--- src/rtl/fx_sample_sequencer.sv ---
// fx_sample_sequencer
// Per-sample controller between the audio receiver and the FIR_LPF effect
// datapath. Each accepted sample is handed to the filter as a one-cycle
// strobe. After a fixed latency, either the filter result (wet) or the
// untouched input (dry) is emitted. The block also debounces the bypass
// footswitch, runs the BYPASS/FILL/ACTIVE mode machine and slews the filter
// gain by one step per sample.
module fx_sample_sequencer #(
  parameter int         FX_LAT     = 2,     // fx_en strobe to fx_dout valid, >= 1
  parameter int         FILL_N     = 16,    // samples fed before wet output is used, >= 1
  parameter int         DEB_CYCLES = 1000,  // footswitch stable time in clocks, >= 2
  parameter logic [2:0] GAIN_RST   = 3'd1   // fx_gain after reset
) (
  input  logic        clk,
  input  logic        rst,
  input  logic        s_valid,
  input  logic [23:0] s_data,
  output logic        s_ready,
  input  logic [2:0]  gain_tgt,
  input  logic        sw_in,
  output logic        fx_en,
  output logic [23:0] fx_din,
  output logic [2:0]  fx_gain,
  input  logic [23:0] fx_dout,
  output logic        m_valid,
  output logic [23:0] m_data,
  output logic [1:0]  mode,
  output logic        overrun
);

  typedef enum logic [1:0] {
    MODE_BYPASS = 2'd0,
    MODE_FILL   = 2'd1,
    MODE_ACTIVE = 2'd2
  } mode_t;

  localparam int DEB_W  = $clog2(DEB_CYCLES);
  localparam int LAT_W  = $clog2(FX_LAT + 1);
  localparam int FILL_W = $clog2(FILL_N + 1);

  localparam logic [DEB_W-1:0]  DEB_MAX  = DEB_W'(DEB_CYCLES - 1);
  localparam logic [LAT_W-1:0]  LAT_LAST = LAT_W'(FX_LAT);
  localparam logic [FILL_W-1:0] FILL_END = FILL_W'(FILL_N);

  // ---------------------------------------------------------------------------
  // Footswitch synchroniser and debouncer
  // ---------------------------------------------------------------------------
  logic             sw_meta;
  logic             sw_sync;
  logic             sw_prev;
  logic             sw_stable;
  logic [DEB_W-1:0] deb_cnt;
  logic             sw_settled;
  logic             press;

  // Two-flop synchroniser for the asynchronous footswitch.
  always_ff @(posedge clk) begin
    // NOTE: every clocked process uses non-blocking assignments so that all
    // flops sample their inputs from the same pre-edge values.
    if (rst) begin
      sw_meta <= 1'b0;
      sw_sync <= 1'b0;
    end else begin
      sw_meta <= sw_in;
      sw_sync <= sw_meta;
    end
  end

  // The synced value has not changed since last cycle and has been steady
  // long enough; this is the cycle the stable value is allowed to follow it.
  assign sw_settled = (sw_sync == sw_prev) && (deb_cnt == DEB_MAX);

  // A press is the rising edge of the debounced value, flagged in the same
  // cycle the stable value is updated so the FSM reacts without extra delay.
  assign press = sw_settled && sw_sync && !sw_stable;

  // Debounce timer: any change of the synced value restarts the count; once it
  // has held for DEB_CYCLES cycles the stable value takes the synced value.
  always_ff @(posedge clk) begin
    if (rst) begin
      sw_prev   <= 1'b0;
      deb_cnt   <= '0;
      sw_stable <= 1'b0;
    end else begin
      sw_prev <= sw_sync;
      if (sw_sync != sw_prev) begin
        deb_cnt <= '0;
      end else if (deb_cnt != DEB_MAX) begin
        deb_cnt <= deb_cnt + 1'b1;
      end
      if (sw_settled) begin
        sw_stable <= sw_sync;
      end
    end
  end

  // ---------------------------------------------------------------------------
  // Mode FSM
  // ---------------------------------------------------------------------------
  mode_t             state;
  mode_t             state_next;
  logic              fill_clr;
  logic [FILL_W-1:0] fill_cnt;

  // Mode state register.
  always_ff @(posedge clk) begin
    if (rst) begin
      state <= MODE_BYPASS;
    end else begin
      state <= state_next;
    end
  end

  // Next-mode logic; a press always beats fill completion in the same cycle.
  always_comb begin
    // NOTE: defaults first so every path assigns every output and no latch
    // is inferred.
    state_next = state;
    fill_clr   = 1'b0;
    case (state)
      MODE_BYPASS: begin
        if (press) begin
          state_next = MODE_FILL;
          fill_clr   = 1'b1;
        end
      end
      MODE_FILL: begin
        if (press) begin
          state_next = MODE_BYPASS;
        end else if (fill_cnt == FILL_END) begin
          state_next = MODE_ACTIVE;
        end
      end
      MODE_ACTIVE: begin
        if (press) begin
          state_next = MODE_BYPASS;
        end
      end
      default: begin
        state_next = MODE_BYPASS;
      end
    endcase
  end

  assign mode = state;

  // ---------------------------------------------------------------------------
  // Sample pipeline control
  // ---------------------------------------------------------------------------
  logic             busy;
  logic [LAT_W-1:0] lat_cnt;
  logic [23:0]      dry;
  mode_t            lat_mode;
  logic             accept;
  logic             complete;

  assign accept   = s_valid && !busy;
  assign complete = busy && (lat_cnt == LAT_LAST);
  assign s_ready  = !busy;

  // In-flight sample tracking. The dry sample and its mode are held for the
  // whole flight, which delays the dry path to match the filter latency.
  always_ff @(posedge clk) begin
    if (rst) begin
      busy     <= 1'b0;
      lat_cnt  <= '0;
      dry      <= '0;
      lat_mode <= MODE_BYPASS;
    end else if (accept) begin
      busy     <= 1'b1;
      lat_cnt  <= '0;
      dry      <= s_data;
      lat_mode <= state;
    end else if (busy) begin
      if (complete) begin
        busy <= 1'b0;
      end else begin
        lat_cnt <= lat_cnt + 1'b1;
      end
    end
  end

  // ---------------------------------------------------------------------------
  // Filter interface and gain slew
  // ---------------------------------------------------------------------------
  logic [2:0] gain_next;

  // One gain step toward gain_tgt; the target is itself in 0..7, so
  // stepping toward it can never wrap.
  always_comb begin
    gain_next = fx_gain;
    if (gain_tgt > fx_gain) begin
      gain_next = fx_gain + 3'd1;
    end else if (gain_tgt < fx_gain) begin
      gain_next = fx_gain - 3'd1;
    end
  end

  // Filter strobe, sample and gain, all updated in the cycle after accept.
  // The gain slews in every mode so re-engaging never jumps the level.
  always_ff @(posedge clk) begin
    if (rst) begin
      fx_en   <= 1'b0;
      fx_din  <= '0;
      fx_gain <= GAIN_RST;
    end else begin
      fx_en <= accept && (state != MODE_BYPASS);
      if (accept) begin
        fx_din  <= s_data;
        fx_gain <= gain_next;
      end
    end
  end

  // ---------------------------------------------------------------------------
  // Output, fill counting and overrun
  // ---------------------------------------------------------------------------

  // Output capture: wet only for samples that entered while ACTIVE.
  always_ff @(posedge clk) begin
    if (rst) begin
      m_valid <= 1'b0;
      m_data  <= '0;
    end else begin
      m_valid <= complete;
      if (complete) begin
        m_data <= (lat_mode == MODE_ACTIVE) ? fx_dout : dry;
      end
    end
  end

  // Count samples pushed through the filter while filling, saturating at
  // FILL_N; entering FILL restarts the count.
  always_ff @(posedge clk) begin
    if (rst) begin
      fill_cnt <= '0;
    end else if (fill_clr) begin
      fill_cnt <= '0;
    end else if (complete && (lat_mode == MODE_FILL) && (fill_cnt != FILL_END)) begin
      fill_cnt <= fill_cnt + 1'b1;
    end
  end

  // Sticky overrun: a strobe arriving while busy is dropped and remembered.
  always_ff @(posedge clk) begin
    if (rst) begin
      overrun <= 1'b0;
    end else if (s_valid && busy) begin
      overrun <= 1'b1;
    end
  end

endmodule

--- config.mk ---
export PLATFORM = sky130hd
export DESIGN_NAME = fx_sample_sequencer
export DESIGN_NICKNAME = d
export VERILOG_FILES = /design/src/rtl/fx_sample_sequencer.sv
export SDC_FILE = /design/constraint.sdc
export NUM_CORES = 1
export LEC_CHECK = 0
export CAP_MARGIN = 40
export CORE_ASPECT_RATIO = 1.4
export CORE_UTILIZATION = 49
export CTS_CLUSTER_SIZE = 14
export DETAILED_ROUTE_END_ITERATION = 16
export GPL_ROUTABILITY_DRIVEN = 0
export GPL_TIMING_DRIVEN = 0
export PLACE_DENSITY_LB_ADDON = 0.12
export RECOVER_POWER = 100
export SLEW_MARGIN = 20
export SYNTH_ARGS = -nofsm -noshare
export SYNTH_HDL_FRONTEND = slang
export SYNTH_SLANG_ARGS = --single-unit
--- constraint.sdc ---
create_clock -name clk -period 4.7 [get_ports clk]
set_input_delay 1.41 -clock clk [delete_from_list [all_inputs] [get_ports clk]]
set_output_delay 1.41 -clock clk [all_outputs]
set_load 0.1 [all_outputs]
==> results by group <==
Drt
  • Final WL: 11200 µm
  • DRC errors left: 0
  • Final ANT Viol Nets: 0
  • Routed vias: 3522
  • DRT met1 WL: 3990 µm
  • Routed vias/inst: 5.38
  • WL met3: 507 µm
  • First-pass DRT Iterations: 4
  • Routed len/inst: 17.1 µm
  • DRT iter0 DRCs: 201
  • Met2 Wirelength: 6200 µm
  • Top sig layer: met4

Cells and area
  • Layout Nets: 621
  • Cell area after layout: 5270 µm²
  • Register area: 1600 µm²
  • Footprint of the multi-input gates: 1610 µm²
  • P&R area growth vs syn: 57.3%
  • Share of cells above drive strength 1: 0.0728
  • Fill cells: 404
  • Number of diodes: 0

Yosys
  • #FFs+latches synth: 80
  • Synth Flop Type: dfxtp_1
  • Synth Instances: 379
  • Post-Syn Area: 3350 µm²
  • Number of synthesized flops with an enable pin: 0
  • Syn. warnings: 0
  • Syn Nets: 442
  • Synth area leader: dfxtp_1
  • Top cell type's share of synthesized area: 0.478
  • FFs w/ async S/R, synth: 0
  • Number of different library cells in the post-synthesis netlist: 37
  • Sequential area share after synthesis: 0.478
  • Largest cells by area after synthesis: dfxtp_1 (48%), mux2i_1 (8.7%), nand2_1 (6.6%)
  • Synthesized area per cell: 8.84 µm²

Critical path
  • CP max-delay cell: clkbuf_1
  • WP data arrival: 2.19 ns
  • Crit path largest cell delay: 0.87 ns
  • Worst r2r src: fx_gain[1]
  • R2R cell count: 8
  • Critical Path Start: fx_gain[0]
  • R2r setup slk: 2.40 ns
  • Critical path, cell by cell: clkdlybuf4s50_1 > clkbuf_1
  • Startpoint types: flip-flop
  • CP endpoint: fx_gain[0]
  • Critical Path RT: 3.29 ns
  • Critical path's top delay family: buffers and inverters
  • Crit. End Element: output port
  • Worst path buffer plus inverter count: 2
  • Crit path kind: reg -> out
  • Critical register-to-register path endpoint: fx_gain[2]
  • Worst Path Max Fanout: 5
  • Critical path depth: 2

Floorplan
  • Die area: 7180 µm²
  • Die X: 71.9 µm
  • Starting Density: 0.507
  • Ports: 112
  • Die height: 99.8 µm
  • Row cnt: 35
  • Core footprint: 6610 µm²

Placement
  • Dpl cell area: 5560 µm²
  • DPL Wire Length: 8330 µm
  • PortBufs: 111

Timing
  • Worst hold slack: 0.453 ns
  • Final Critical Period: 3.60 ns
  • Tightest Pin Transition: 1.20 ns
  • RSZ-0062 raised after global routing: no
  • Slew Viols, Final: 0
  • Final setup fails: 0
  • Total Neg Setup Slack: 0 ns
  • Fin crit share: 0.765
  • Relative slew margins: 0.204
  • Final hold vios: 0
  • Skew final: 0.00725 ns
  • Maximum clock frequency: 278 MHz

Clock network
  • CTS buffer count: 9
  • Clk root buf: clkbuf_8
  • Clock Tree Buf Depth: 2
  • # hold bufs at CTS: 0
  • Post-CTS Resized: 0
  • Clock sink count: 80
  • Clk slew on worst S/H paths: 0.08 ns
  • H-tree levels: 3
  • Clk_lat worst skew: 0.35 ns
  • CTS tree: done
  • Post-CTS setup buffer count: 0

Global routing
  • GRT Overall Usage: 0.330
  • First-pass GRT wire length: 17900 µm
  • Initial antenna violation count: 0
  • Vias in the first global route: 3884
  • Gr ovfl total: 0
  • Largest net degree at the start of global routing: 14

Power and ir drop
  • LEAKAGE: 0.00190 µW
  • Maximum vdd drop: 0.201 mV
  • Pwr/cell area: 325 nW/µm²

Min path
  • Hold path depth: 1
  • HP Class: reg -> reg

Flow run
  • Max Cap Viol: 0

Run status
  • Status: complete, no violations
kinds of logic after synthesis:
| group | share of synthesized area |
|---|---|
| and+or+nand+nor | 0.199 |
| DFF | 0.478 |
| AOI/OAI and AO/OA | 0.131 |
| buffers and inverters | 0.0403 |
| muxes | 0.0934 |
| xor gates and xnor gates | 0.0261 |
| adders and majority gates | 0.0321 |
synth_stat cells, types with 2 or more instances:
cell type and number:
inv_1 9, clkbuf_1 11, a31oi_1 2, nor2_1 47
a211oi_1 25, ha_1 7, nand2_1 59, nor2b_1 7
and2_1 3, xor2_1 6, o21ai_0 3, xnor2_1 4
nor3_1 6, a21o_1 2, a21oi_1 35, nand3_1 7
nand2b_1 5, mux2i_1 29, buf_2 9, dfxtp_1 80
or3_1 2, nand4_1 4, o21ai_1 2, buf_4 2
state kept, by name, indices dropped and copies added, names as in the netlist, 2 cells and up:
signal and count:
mode 2, lat_mode 2, fx_gain 3, m_data 24, fx_din 24, deb_cnt 10
fill_cnt 5, lat_cnt 2
worst min path at each step:
stage	from	to
after global routing	sw_meta	sw_sync
after detailed placement	sw_meta	sw_sync
final	sw_meta	sw_sync
after global placement	sw_meta	sw_sync
after CTS	sw_meta	sw_sync
after floorplan	sw_meta	sw_sync
layout make-up:
class,instances,area share
sequential,80,0.304
clock inverter,5,0.0152
tap,92,0.0218
inverter,9,0.00641
buffer,22,0.0190
timing repair buffer,168,0.301
clock buffer,11,0.0268
multi-input combinational,268,0.306
layout by cell type, fill, tap and decap left out, drive strengths merged, types with 2 or more instances in the layout:
cell type	instances
xor2	6
clkbuf	68
and2	3
a21o	2
dfxtp	80
bufinv	2
nand3	7
o21ai	5
ha	7
xnor2	4
clkdlybuf4s50	97
nor2	47
nand2	59
nand4	4
nand2b	5
dlygate4sd3	14
a21oi	35
inv	9
a211oi	25
a31oi	2
buf	22
or3	2
clkinvlp	2
nor2b	7
nor3	6
mux2	2
mux2i	29
routing by layer:
layer | vias up | GRT usage
met5 | - | 0
met4 | 0 | 0.198
met3 | 48 | 0.0693
met2 | 148 | 0.626
met1 | 1664 | 0.320
li1 | 1662 | -
power by group:
group	leakage [µW]	switching (µW)	total (µW)	internal, µW
logic	0.00115	267	419	151
clock network	0.000106	250	563	313
registers	0.000651	25.2	729	704
total	0.00190	543	1710	1170
stage by stage:
step / total power, µW / setup slack (ns) / utilization / cells
floorplan: 1000 / 1.51 / - / 379
detailed placement: 1210 / 0.988 / 0.840 / 639
CTS: 1760 / 1.36 / 0.874 / 655
finish: 1710 / 1.10 / 0.797 / 655
global route: 1770 / 1.05 / 0.797 / 655
global placement: 1110 / 1.01 / 0.692 / 582
No activity file was read; power rests on OpenSTA's default activity.
